$ cat config.mk
export PLATFORM = sky130hd
export DESIGN_NAME = cla_pipe_adder
export DESIGN_NICKNAME = d
export VERILOG_FILES = /design/src/rtl/cla_pkg.sv /design/src/rtl/cla4_group.sv /design/src/rtl/cla_pipe_adder.sv
export SDC_FILE = /design/constraint.sdc
export NUM_CORES = 1
export LEC_CHECK = 0
export ABC_AREA = 1
export ABC_CLOCK_PERIOD_IN_PS = 7100
export CAP_MARGIN = 30
export CORE_MARGIN = 2
export CORE_UTILIZATION = 30
export CTS_BUF_LIST = sky130_fd_sc_hd__clkbuf_16
export DETAILED_ROUTE_END_ITERATION = 12
export HOLD_SLACK_MARGIN = 0.03
export MAX_ROUTING_LAYER = met4
export PLACE_DENSITY = 0.49
export RECOVER_POWER = 50
export SLEW_MARGIN = 25
export SYNTH_ARGS = -nofsm -noshare
export SYNTH_HDL_FRONTEND = slang
export SYNTH_SLANG_ARGS = --single-unit
export TNS_END_PERCENT = 50
$ cat constraint.sdc
create_clock -name CLK -period 7.1 [get_ports CLK]
set_input_delay 1.065 -clock CLK [delete_from_list [all_inputs] [get_ports CLK]]
set_output_delay 1.065 -clock CLK [all_outputs]
set_load 0.01 [all_outputs]
$ cat src/rtl/cla_pkg.sv
// Shared constants and parameter legality checks for the pipelined CLA adder.
package cla_pkg;

  localparam int unsigned GROUP_W = 4;

  function automatic bit width_legal(input int unsigned w);
    return (w >= 4) && (w <= 64) && ((w % GROUP_W) == 0);
  endfunction

  function automatic bit stages_legal(input int unsigned w, input int unsigned s);
    return (s >= 1) && (((w / GROUP_W) % s) == 0);
  endfunction

endpackage

$ cat src/rtl/cla4_group.sv
// Four-bit carry-lookahead group with group propagate/generate outputs.
module cla4_group
  import cla_pkg::*;
(
  input  logic [GROUP_W-1:0] a,
  input  logic [GROUP_W-1:0] b,
  input  logic               ci,
  output logic [GROUP_W-1:0] s,
  output logic               P,
  output logic               G,
  output logic               co
);

  logic [GROUP_W-1:0] prop;
  logic [GROUP_W-1:0] gen;
  logic [GROUP_W-1:0] c;

  assign prop = a ^ b;
  assign gen  = a & b;

  assign c[0] = ci;
  assign c[1] = gen[0] | (prop[0] & ci);
  assign c[2] = gen[1] | (prop[1] & gen[0]) | (prop[1] & prop[0] & ci);
  assign c[3] = gen[2] | (prop[2] & gen[1]) | (prop[2] & prop[1] & gen[0])
              | (prop[2] & prop[1] & prop[0] & ci);

  assign P  = &prop;
  assign G  = gen[3] | (prop[3] & gen[2]) | (prop[3] & prop[2] & gen[1])
            | (prop[3] & prop[2] & prop[1] & gen[0]);
  assign co = G | (P & ci);
  assign s  = prop ^ c;

endmodule

$ cat src/rtl/cla_pipe_adder.sv
// Pipelined carry-lookahead add/subtract with valid/ready flow control.
// Optional signed-overflow flag enabled by defining CLA_PIPE_OVF_EN.
module cla_pipe_adder
  import cla_pkg::*;
#(
  parameter int unsigned WIDTH  = 16,
  parameter int unsigned STAGES = 2
) (
  input  logic             CLK,
  input  logic             RST_N,
  input  logic             in_valid,
  output logic             in_ready,
  input  logic [WIDTH-1:0] a,
  input  logic [WIDTH-1:0] b,
  input  logic             cin,
  input  logic             sub,
  output logic             out_valid,
  input  logic             out_ready,
  output logic [WIDTH-1:0] sum,
  output logic             cout,
  output logic             ovf
);

  localparam int unsigned NG  = WIDTH / GROUP_W;
  localparam int unsigned GPS = NG / STAGES;
  localparam int unsigned SW  = GPS * GROUP_W;

  if (!width_legal(WIDTH) || !stages_legal(WIDTH, STAGES)) begin : g_bad_cfg
    $error("cla_pipe_adder: illegal WIDTH/STAGES combination");
  end

  logic             adv_c;
  logic [WIDTH-1:0] b_eff;
  logic             c_in0;

  // Whole pipe moves together; a stalled output freezes every stage.
  assign adv_c    = out_ready | ~out_valid;
  assign in_ready = adv_c & RST_N;
  assign b_eff    = sub ? ~b : b;
  assign c_in0    = sub | cin;

  for (genvar k = 0; k < STAGES; k++) begin : g_stage
    localparam int unsigned REM = WIDTH - k * SW;
    localparam int unsigned LO  = (k + 1) * SW;

    logic           v_i;
    logic           c_i;
    logic [REM-1:0] a_i;
    logic [REM-1:0] b_i;
    logic [SW-1:0]  s_c;
    logic [GPS:0]   gc;
    logic [GPS-1:0] gp;
    logic [GPS-1:0] gg;
    logic           c_out_c;
    logic [LO-1:0]  lo_new_c;
    logic           vld_d, vld_q;
    logic           c_d, c_q;
    logic [LO-1:0]  lo_d, lo_q;

    if (k == 0) begin : g_src
      assign v_i      = in_valid;
      assign c_i      = c_in0;
      assign a_i      = a;
      assign b_i      = b_eff;
      assign lo_new_c = s_c;
    end else begin : g_src
      assign v_i      = g_stage[k-1].vld_q;
      assign c_i      = g_stage[k-1].c_q;
      assign a_i      = g_stage[k-1].g_hi.hi_a_q;
      assign b_i      = g_stage[k-1].g_hi.hi_b_q;
      assign lo_new_c = {s_c, g_stage[k-1].lo_q};
    end

    assign gc[0] = c_i;
    for (genvar j = 0; j < GPS; j++) begin : g_grp
      cla4_group u_grp (
        .a  (a_i[j*GROUP_W +: GROUP_W]),
        .b  (b_i[j*GROUP_W +: GROUP_W]),
        .ci (gc[j]),
        .s  (s_c[j*GROUP_W +: GROUP_W]),
        .P  (gp[j]),
        .G  (gg[j]),
        .co (gc[j+1])
      );
    end

    // Stage carry-out resolved from group P/G rather than the group ripple.
    always_comb begin
      c_out_c = c_i;
      for (int j = 0; j < GPS; j++) begin
        c_out_c = gg[j] | (gp[j] & c_out_c);
      end
    end

    always_comb begin
      vld_d = vld_q;
      c_d   = c_q;
      lo_d  = lo_q;
      if (adv_c) begin
        vld_d = v_i;
        if (v_i) begin
          c_d  = c_out_c;
          lo_d = lo_new_c;
        end
      end
    end

    always_ff @(posedge CLK) begin
      if (!RST_N) begin
        vld_q <= 1'b0;
        c_q   <= 1'b0;
        lo_q  <= '0;
      end else begin
        vld_q <= vld_d;
        c_q   <= c_d;
        lo_q  <= lo_d;
      end
    end

    if (k < STAGES - 1) begin : g_hi
      logic [REM-SW-1:0] hi_a_d, hi_a_q;
      logic [REM-SW-1:0] hi_b_d, hi_b_q;

      always_comb begin
        hi_a_d = hi_a_q;
        hi_b_d = hi_b_q;
        if (adv_c && v_i) begin
          hi_a_d = a_i[REM-1:SW];
          hi_b_d = b_i[REM-1:SW];
        end
      end

      always_ff @(posedge CLK) begin
        if (!RST_N) begin
          hi_a_q <= '0;
          hi_b_q <= '0;
        end else begin
          hi_a_q <= hi_a_d;
          hi_b_q <= hi_b_d;
        end
      end
    end

`ifdef CLA_PIPE_OVF_EN
    if (k == STAGES - 1) begin : g_last
      logic ovf_d, ovf_q;

      // Carry into the MSB recovered from its sum bit and operand bits.
      always_comb begin
        ovf_d = ovf_q;
        if (adv_c && v_i) begin
          ovf_d = c_out_c ^ (s_c[SW-1] ^ a_i[SW-1] ^ b_i[SW-1]);
        end
      end

      always_ff @(posedge CLK) begin
        if (!RST_N) begin
          ovf_q <= 1'b0;
        end else begin
          ovf_q <= ovf_d;
        end
      end
    end
`endif
  end

  assign out_valid = g_stage[STAGES-1].vld_q;
  assign sum       = g_stage[STAGES-1].lo_q;
  assign cout      = g_stage[STAGES-1].c_q;
`ifdef CLA_PIPE_OVF_EN
  assign ovf       = g_stage[STAGES-1].g_last.ovf_q;
`else
  assign ovf       = 1'b0;
`endif

endmodule

=== Yosys cells after proc, flatten, opt, wreduce, memory -nomap -nowiden ===
Index checks and enable logic that the tools add are counted.

* Register bits: 44
* Input bits: 38
* Output and inout port bits: 20
* Logic and storage cells: 133

* Multiplexer cells: 1
* Bitwise gates (word level): 117
* Reductions and logical operators: 7

{| class="wikitable"
|+ Operators with widths
! kind !! number
|-
| $and 1x1->1 || 61
|-
| $or 1x1->1 || 42
|-
| $xor 4x4->4 || 8
|-
| $and 4x4->4 || 4
|-
| $mux 16 || 1
|-
| $not 16->16 || 1
|-
| $reduce_and 4->1 || 4
|-
| $reduce_and 2->1 || 2
|-
| $logic_and 1x1->1 || 1
|-
| $not 1->1 || 1
|}

=== Logic depth before layout (Yosys ltp) ===
Gate-level depths: netlist of run 1.

* Depth in word-level cells: 11
* Depth in mapped cells: 15
* Depth with buffers taken out: 13

=== Cells and area by module ===
From an unflattened synthesis of run 1, not the netlist that was laid out.

* Cells, all modules: 373
* Area, all modules: 2701.3 um^2

{| class="wikitable"
|+ By module, submodules not included
! module !! instances !! cells an instance !! area an instance (um^2) !! sequential area each (um^2)
|-
| cla_pipe_adder || 1 || 225 || 1855.5 || 880.8
|-
| cla4_group at g_stage[0].g_grp[0].u_grp ... || 2 || 37 || 212.7 || 0.0
|-
| cla4_group at g_stage[1].g_grp[0].u_grp ... || 2 || 37 || 210.2 || 0.0
|}

=== Worst setup path before layout of run 1 ===
No wires, ideal clock.

* Kind: input port to flip-flop
* Start: input sub
* End: register g_stage[0].lo_q[5]
* Setup time: 0.080 ns
* Arrival: 3.016 ns
* Required time: 7.020 ns
* Slack: 4.004 ns
* Stages: 13
* Buffers on the path: 2
* Path through: buf_6 > buf_4 > xnor2_1 > inv_1 > ha_1 > nand2_1 > nor2_1 > nand2_1 > nand3_2 > inv_1 > fa_1 > xor2_1 > a211oi_2

* Cells in the longest elaborated chain, start to end: 10
* Elaborated cells on any way between the ends: 20
* Classes of those cells: 1 x mux; 18 x bitwise; 1 x reduce/logical

{| class="wikitable"
|+ Ends and longest elaborated chain
! what !! RTL line !! text
|-
| start: declaration || cla_pipe_adder.sv:16 || <nowiki>input logic sub,</nowiki>
|-
| $mux 16 || cla_pipe_adder.sv:39 || <nowiki>assign b_eff = sub ? ~b : b;</nowiki>
|-
| $xor 4x4->4 or $and 4x4->4 (tied branches) || cla4_group.sv:18, cla4_group.sv:19 ||
|-
| $and 1x1->1, on equally long branches || cla4_group.sv:28, cla4_group.sv:29 ||
|-
| $or 1x1->1 (tied with other cells) || cla4_group.sv:28 || <nowiki>assign G = gen[3] | (prop[3] & gen[2]) | (prop[3] & prop[2] & gen[1])</nowiki>
|-
| $or 1x1->1 or $and 1x1->1 (tied branches) || cla4_group.sv:28, cla4_group.sv:29 ||
|-
| $or 1x1->1 || cla4_group.sv:29 || <nowiki>| (prop[3] & prop[2] & prop[1] & gen[0]);</nowiki>
|-
| $or 1x1->1 || cla4_group.sv:30 || <nowiki>assign co = G | (P & ci);</nowiki>
|-
| $and 1x1->1 || cla4_group.sv:22 || <nowiki>assign c[1] = gen[0] | (prop[0] & ci);</nowiki>
|-
| $or 1x1->1 || cla4_group.sv:22 ||
|-
| $xor 4x4->4 * || cla4_group.sv:31 || <nowiki>assign s = prop ^ c;</nowiki>
|-
| end signal: assignment || cla_pipe_adder.sv:116 || <nowiki>lo_q <= lo_d;</nowiki>
|-
| end: declaration || cla_pipe_adder.sv:58 || <nowiki>logic [LO-1:0] lo_d, lo_q;</nowiki>
|}

Mark *: on every way between the ends. The rest lies on a longest branch, timed or not.
A chain may end at the register's enable or synchronous reset.

=== Worst setup path in the final report of run 1 ===
* Start: input RST_N
* End: output in_ready

* Cells in the longest elaborated chain, start to end: 1

{| class="wikitable"
|+ Ends and longest elaborated chain
! what !! RTL line !! text
|-
| start: declaration || cla_pipe_adder.sv:10 || <nowiki>input logic RST_N,</nowiki>
|-
| $and 1x1->1 || cla_pipe_adder.sv:38 || <nowiki>assign in_ready = adv_c & RST_N;</nowiki>
|-
| end: declaration || cla_pipe_adder.sv:12 || <nowiki>output logic in_ready,</nowiki>
|}

No other way between the ends.

==> reports/results.txt, run 1 <==
Outcome: finished, final reports clean
Hold Path Depth: 2
Maximum VDD drop: 0.135 mV
RSZ-0062 raised after global routing: no
Wire per inst: 11.0 um
Crit path max-delay family: buffers and inverters
Grt ovf: 0
Worst-Margin Slew: 1300 ps
Pin count of the biggest net entering global routing: 35
Die width: 94.5 um
Clock insertion delay at the later pin of the skew report: 280 ps
Leak Pwr: 1.49 nW
Setup violators final: 0
Asr flop ratio synth: 0
RR Startpoint: out_valid
Synthesis-to-finish area growth: 31.5%
Pwr/cell area: 216 nW/um^2
Synthesized Nets: 375
Post_cts resized: 0
# IOs: 58
Die Ht: 94.5 um
Row count: 33
R2r setup slk: 4940 ps
Hold-fix buffer count after cts: 0
Worst-path cell chain: dlygate4sd3_1, clkbuf_1, inv_1, nor2_1, clkdlybuf4s50_1
Hpwl dp: 3.80 mm
CP max FO: 34
Syn Inst Count: 317
Post-Synthesis Cell Area: 2460 sq um
Yosys top cell by area: dfxtp_1
Bufs and invs on worst path: 4
DRT iter0 DRCs: 51
Effective utilization at floorplan: 0.304
# Post-CTS Setup Buffers: 0
DR vias/cell: 4.36
Max-slew violation count: 0
Hold Startpoint: sum[14]
Final #Nets: 426
Area share of the largest cell type after synthesis: 0.358
GPL Wtd Cong: 0.823
Final Hold Slack: 467 ps
Fmax: 203 MHz
Worst reg2reg path depth: 9
Vias in the first global route: 1956
Final period utilization: 0.695
Setup CP Type: in2out
Ratio of cells with drive above 1 in the final layout: 0.0596
GRT Total Usage: 0.126
Critical path arrival: 3870 ps
DRC errors left: 0
HP Class: reg2reg
Clk pin slew, worst setup/hold paths: 60 ps
Max cap viols: 0
Final core occ: 0.399
H-tree depth: 2
Unique cell type count in the Yosys netlist: 34
EDFF count, synth: 0
Warnings from Yosys: 0
Final hold violations: 0
CTS max path bufs: 2
Tot Pwr: 0.000698 W
Slowest stage delay, CP: 940 ps
Antenna-violating nets left: 0
Tmin final: 4930 ps
CP Data Required Time: 6030 ps
Hold Path End: sum[14]
Synth Register Bits: 44
DRT Wirelength: 5.22 mm
CTS tree: built
First-pass GRT wire length: 8.65 mm
Port Buffers: 56
Syn_area_per_cell: 7.76 sq um
Core Box Area: 8090 sq um
Worst r2r dst: g_stage[0].lo_q[6]
Crit. End Element: output pin
Slew margin rel.: 0.135
TritonRoute pass-1 iters: 4
Clock root cell: clkbuf_16
Sequential fraction of the synthesis area: 0.358
Setup TNS: 0 ps
Worst Skew: 4.64 ps
Vias: 2068
Post-synth top flop: dfxtp_1
Top post-synthesis cells by area: dfxtp_1, ha_1, nor2_1
CTS sink cnt: 44
CP startpoint kind: input port
Antenna Cells: 0
Num CTS Buffers: 5
Die ar.: 8940 sq um
Slowest CP cell: clkbuf_1
FILL cells: 865
Initial antenna violation count: 0
sequential cells by signal, summed over array words and instances, names as in the netlist:
name                 flops
g_stage.vld_q            1
out_valid                1
cout                     1
g_stage.g_hi.hi_a_q      8
sum                     16
g_stage.lo_q             8
g_stage.c_q              1
g_stage.g_hi.hi_b_q      8
synth_stat cells, types with 6 or more instances:
master	count
nor2_1	49
dfxtp_1	44
nand2_1	37
inv_1	28
a21oi_1	25
o21ai_0	19
ha_1	16
nand3_1	13
o21ai_1	13
xor2_1	12
xnor2_1	8
buf_2	6
layout make-up:
| class | count | area, sq um | share of cell area |
|---|---|---|---|
| multi-input cells | 226 | 1360 | 0.421 |
| inverters | 33 | 124 | 0.0383 |
| clock buffers | 5 | 125 | 0.0387 |
| well taps | 105 | 131 | 0.0407 |
| flip-flops and latches | 44 | 881 | 0.273 |
| repair buffers | 58 | 572 | 0.177 |
| clock inverters | 3 | 38.8 | 0.0120 |
worst max path at each step:
stage | from | end | slack, ps | depth (start not counted)
after CTS | RST_N | in_ready | 3160 | 5
after global placement | RST_N | in_ready | 3170 | 5
after detailed placement | RST_N | in_ready | 3170 | 5
final | RST_N | in_ready | 2170 | 5
after floorplan | sub | g_stage[0].lo_q[5] | 4000 | 13
after global routing | RST_N | in_ready | 1900 | 5
per-stage QoR:
step                      worst slack, ps  std cells  instance area [sq um]
final                                2170        474                   3230
after floorplan                      4000        317                   2460
after detailed placement             3170        466                   3090
after global routing                 1900        474                   3230
after CTS                            3160        474                   3250
after global placement               3170        466                   3090
kinds of logic after synthesis:
logic type | Yosys count | synth area share
and+or+nand+nor | 115 | 0.212
AOI/OAI and AO/OA | 70 | 0.160
buffers and inverters | 47 | 0.0824
DFF | 44 | 0.358
xor gates and xnor gates | 20 | 0.0712
adders and majority gates | 20 | 0.114
other | 1 | 0.00153
layer usage:
layer  wire length [um]  track usage  vias up
li1                   -            -     1132
met2               2440        0.214       38
met4                 29       0.0326        0
met3                195       0.0247        4
met1               2550        0.153      894
met5                  0            -        -
cell usage in the layout, fill, tap and decap left out:
cell / count
a211oi_2: 2
a21o_1: 3
a21oi_1: 25
a21oi_2: 2
a31oi_1: 2
and3_1: 2
buf_4: 1
bufinv_16: 1
clkbuf_1: 1
clkbuf_16: 5
clkdlybuf4s50_1: 36
clkinv_1: 1
clkinv_2: 1
conb_1: 1
dfxtp_1: 44
dlygate4sd3_1: 20
fa_1: 4
ha_1: 16
inv_1: 29
inv_2: 4
nand2_1: 38
nand2_2: 3
nand3_1: 13
nand3_2: 1
nand3b_1: 1
nand4_1: 3
nor2_1: 50
nor2_4: 1
nor2_8: 1
o2111ai_1: 1
o211ai_1: 2
o21ai_0: 23
o21ai_1: 9
o21bai_1: 1
or2_1: 2
xnor2_1: 8
xor2_1: 12
worst register-to-register path: cells and delay by family (launching register included):
family,cells,cell delay [ps]
and+or+nand+nor,4,990
AOI/OAI and AO/OA,2,100
buffers and inverters,3,620
DFF,1,320
power by group:
group          leakage [nW]  switching [W]  internal, W
registers             0.364      0.0000107     0.000268
clock network        0.0850      0.0000912     0.000164
logic                  1.04      0.0000872    0.0000767
total                  1.49       0.000189     0.000509
No activity file was read; power rests on OpenSTA's default activity.
==> inputs of run 2 (changes only) <==
- ABC_CLOCK_PERIOD_IN_PS: 7100 -> 4900
- clock period: 7.1 -> 4.9 ns (I/O delays scaled with it)
==> run 2 against run 1 <==
Compared with the run above: the run now ends with capacitance limit left; first-iteration DRC count increased by 14%; global-route usage increased by 0.19 points; clock skew decreased by 1.8 ps; sequential power increased by 45%; via count increased by 1.4%; worst setup slack got worse by 500 ps.
==> reports/results.txt, run 2 (synthesis results as in run 1) <==
CTS max path bufs: 2 (unchanged)
Final hold violations: 0 (unchanged)
Setup CP Type: in2out
Die ar.: 8940 sq um (unchanged)
Maximum VDD drop: 0.140 mV (+3.3%)
Bufs and invs on worst path: 4 (unchanged)
CP max FO: 34 (unchanged)
Setup violators final: 0 (unchanged)
Die Ht: 94.5 um (unchanged)
Pwr/cell area: 314 nW/um^2 (+45%)
Combinational power share: 0.234 (about the same)
Crit. End Element: output pin
Worst Skew: 2.86 ps (-1.78 ps)
Die width: 94.5 um (unchanged)
GPL Wtd Cong: 0.851 (+3.4%)
CTS sink cnt: 44 (unchanged)
Clock root cell: clkbuf_16
Crit path max-delay family: buffers and inverters
Vias in the first global route: 1943 (-0.66%)
Crit path from: RST_N
Slowest CP cell: clkdlybuf4s50_1
Worst-path cell chain: clkdlybuf4s50_1, buf_4, inv_1, nor2_1, clkdlybuf4s50_1
First-pass GRT wire length: 8.69 mm (+0.49%)
Flop pwr share: 0.400 (about the same)
Antenna-violating nets left: 0 (unchanged)
Antenna Cells: 0 (unchanged)
H-tree depth: 2 (unchanged)
Tmin final: 3230 ps
Final Hold Slack: 464 ps (-3.10 ps)
Number of flip-flops under the largest register name: 16 (unchanged)
Commonest non-fill, non-tap cell in the layout: nor2_1
CP startpoint kind: input port
Clock insertion delay at the later pin of the skew report: 280 ps (about the same)
Num CTS Buffers: 5 (unchanged)
Switching Share: 0.272 (+0.00114)
DRC errors left: 0 (unchanged)
Post_cts resized: 0 (unchanged)
Vias: 2096 (+1.4%)
DR vias/cell: 4.42 (+1.4%)
Hpwl dp: 3.91 mm (+3.0%)
Row count: 33 (unchanged)
Worst reg2reg path depth: 7 (-2)
Final #Nets: 426 (unchanged)
Outcome: finished with violations
Clk pin slew, worst setup/hold paths: 60 ps (about the same)
PnR worst setup slack: 1670 ps (-502 ps)
Internal power: 0.000738 W (+45%)
Wire per inst: 11.3 um (+2.7%)
DRT Wirelength: 5.36 mm (+2.7%)
RSZ-0062 raised after global routing: no
Worst Setup EP: in_ready
Max cap viols: 1 (+1)
Worst path most repeated cell: clkdlybuf4s50_1
Worst r2r dst: g_stage[0].lo_q[0]
Pre-CTS setup slack: 1490 ps (-1680 ps)
Ratio of cells with drive above 1 in the final layout: 0.0542 (-0.00542)
Worst-Margin Slew: 1480 ps (+184 ps)
# IOs: 58 (unchanged)
CP Data Required Time: 4160 ps (-1870 ps)
Synthesis-to-finish area growth: 31.2%
Effective utilization at floorplan: 0.304 (unchanged)
P_sw: 0.000276 W (+46%)
Grt ovf: 0 (unchanged)
CTS tree: built
Setup TNS: 0 ps (unchanged)
Initial antenna violation count: 0 (unchanged)
Core Box Area: 8090 sq um (unchanged)
Violated checks: capacitance limit
Hold-fix buffer count after cts: 0 (unchanged)
Slowest stage delay, CP: 540 ps (-400 ps)
# Post-CTS Setup Buffers: 0 (unchanged)
Most frequent cells in the layout: nor2_1, dfxtp_1, nand2_1
HP Class: reg2reg
GRT Total Usage: 0.128 (+0.00187)
TritonRoute pass-1 iters: 4 (unchanged)
Leak Pwr: 1.48 nW (-0.14%)
Max-slew violation count: 0 (unchanged)
Pin count of the biggest net entering global routing: 35 (unchanged)
Port Buffers: 56 (unchanged)
Total stage count of the critical path: 5 (unchanged)
Fmax: 309 MHz
DRT iter0 DRCs: 58 (+14%)
R2r setup slk: 2560 ps (-2380 ps)
Final period utilization: 0.660
RR Startpoint: out_valid
Clock power frac: 0.366 (about the same)
Slew margin rel.: 0.00889 (-0.127)
Critical path arrival: 2500 ps (-1370 ps)
-- run 2: through the flow --
step	util	power (W)	cell area, sq um	instances
3_3_place_gp	0.381	0.000658	3090	466
6_report	0.399	0.00101	3230	474
5_1_grt	0.399	0.00107	3230	474
2_1_floorplan	-	0.000573	2460	317
4_1_cts	0.402	0.00103	3250	474
3_5_place_dp	0.381	0.000660	3090	466
-- run 2: worst min-delay path, stage by stage (launching register included) --
cell and delay (ps):
dfxtp_1 320, inv_2 50, a21oi_1 50
-- run 2: worst min path at each step --
stage                                   from  cells past startpoint  slack (ps)                  to
after floorplan           g_stage[0].lo_q[6]                      2         460              sum[6]
after global placement      g_stage[0].vld_q                      2         470    g_stage[0].vld_q
after detailed placement  g_stage[0].lo_q[6]                      2         470  g_stage[0].lo_q[6]
after CTS                 g_stage[0].lo_q[6]                      2         480  g_stage[0].lo_q[6]
after global routing                 sum[14]                      2         490             sum[14]
final                       g_stage[0].vld_q                      2         460           out_valid
-- run 2: final cells by class --
cell class | count | area, sq um
clock buffer | 5 | 125
timing repair buffer | 58 | 576
inverter | 33 | 124
fill | 880 | 4870
clock inverter | 3 | 37.5
tap | 105 | 131
sequential | 44 | 881
multi-input combinational | 226 | 1350
-- run 2: power by group through the flow --
stage               sequential (W)  clock (W)  combinational [W]
floorplan                 0.000415          0           0.000158
global placement          0.000413          0           0.000245
detailed placement        0.000413          0           0.000246
CTS                       0.000406   0.000381           0.000248
global route              0.000410   0.000396           0.000269
finish                    0.000405   0.000371           0.000237
-- run 2: metal layers --
layer,track usage,up-vias,share of wire
li1,-,1131,-
met1,0.148,918,0.48
met2,0.221,41,0.47
met3,0.0263,6,0.037
met4,0.0399,0,0.013
met5,-,-,0
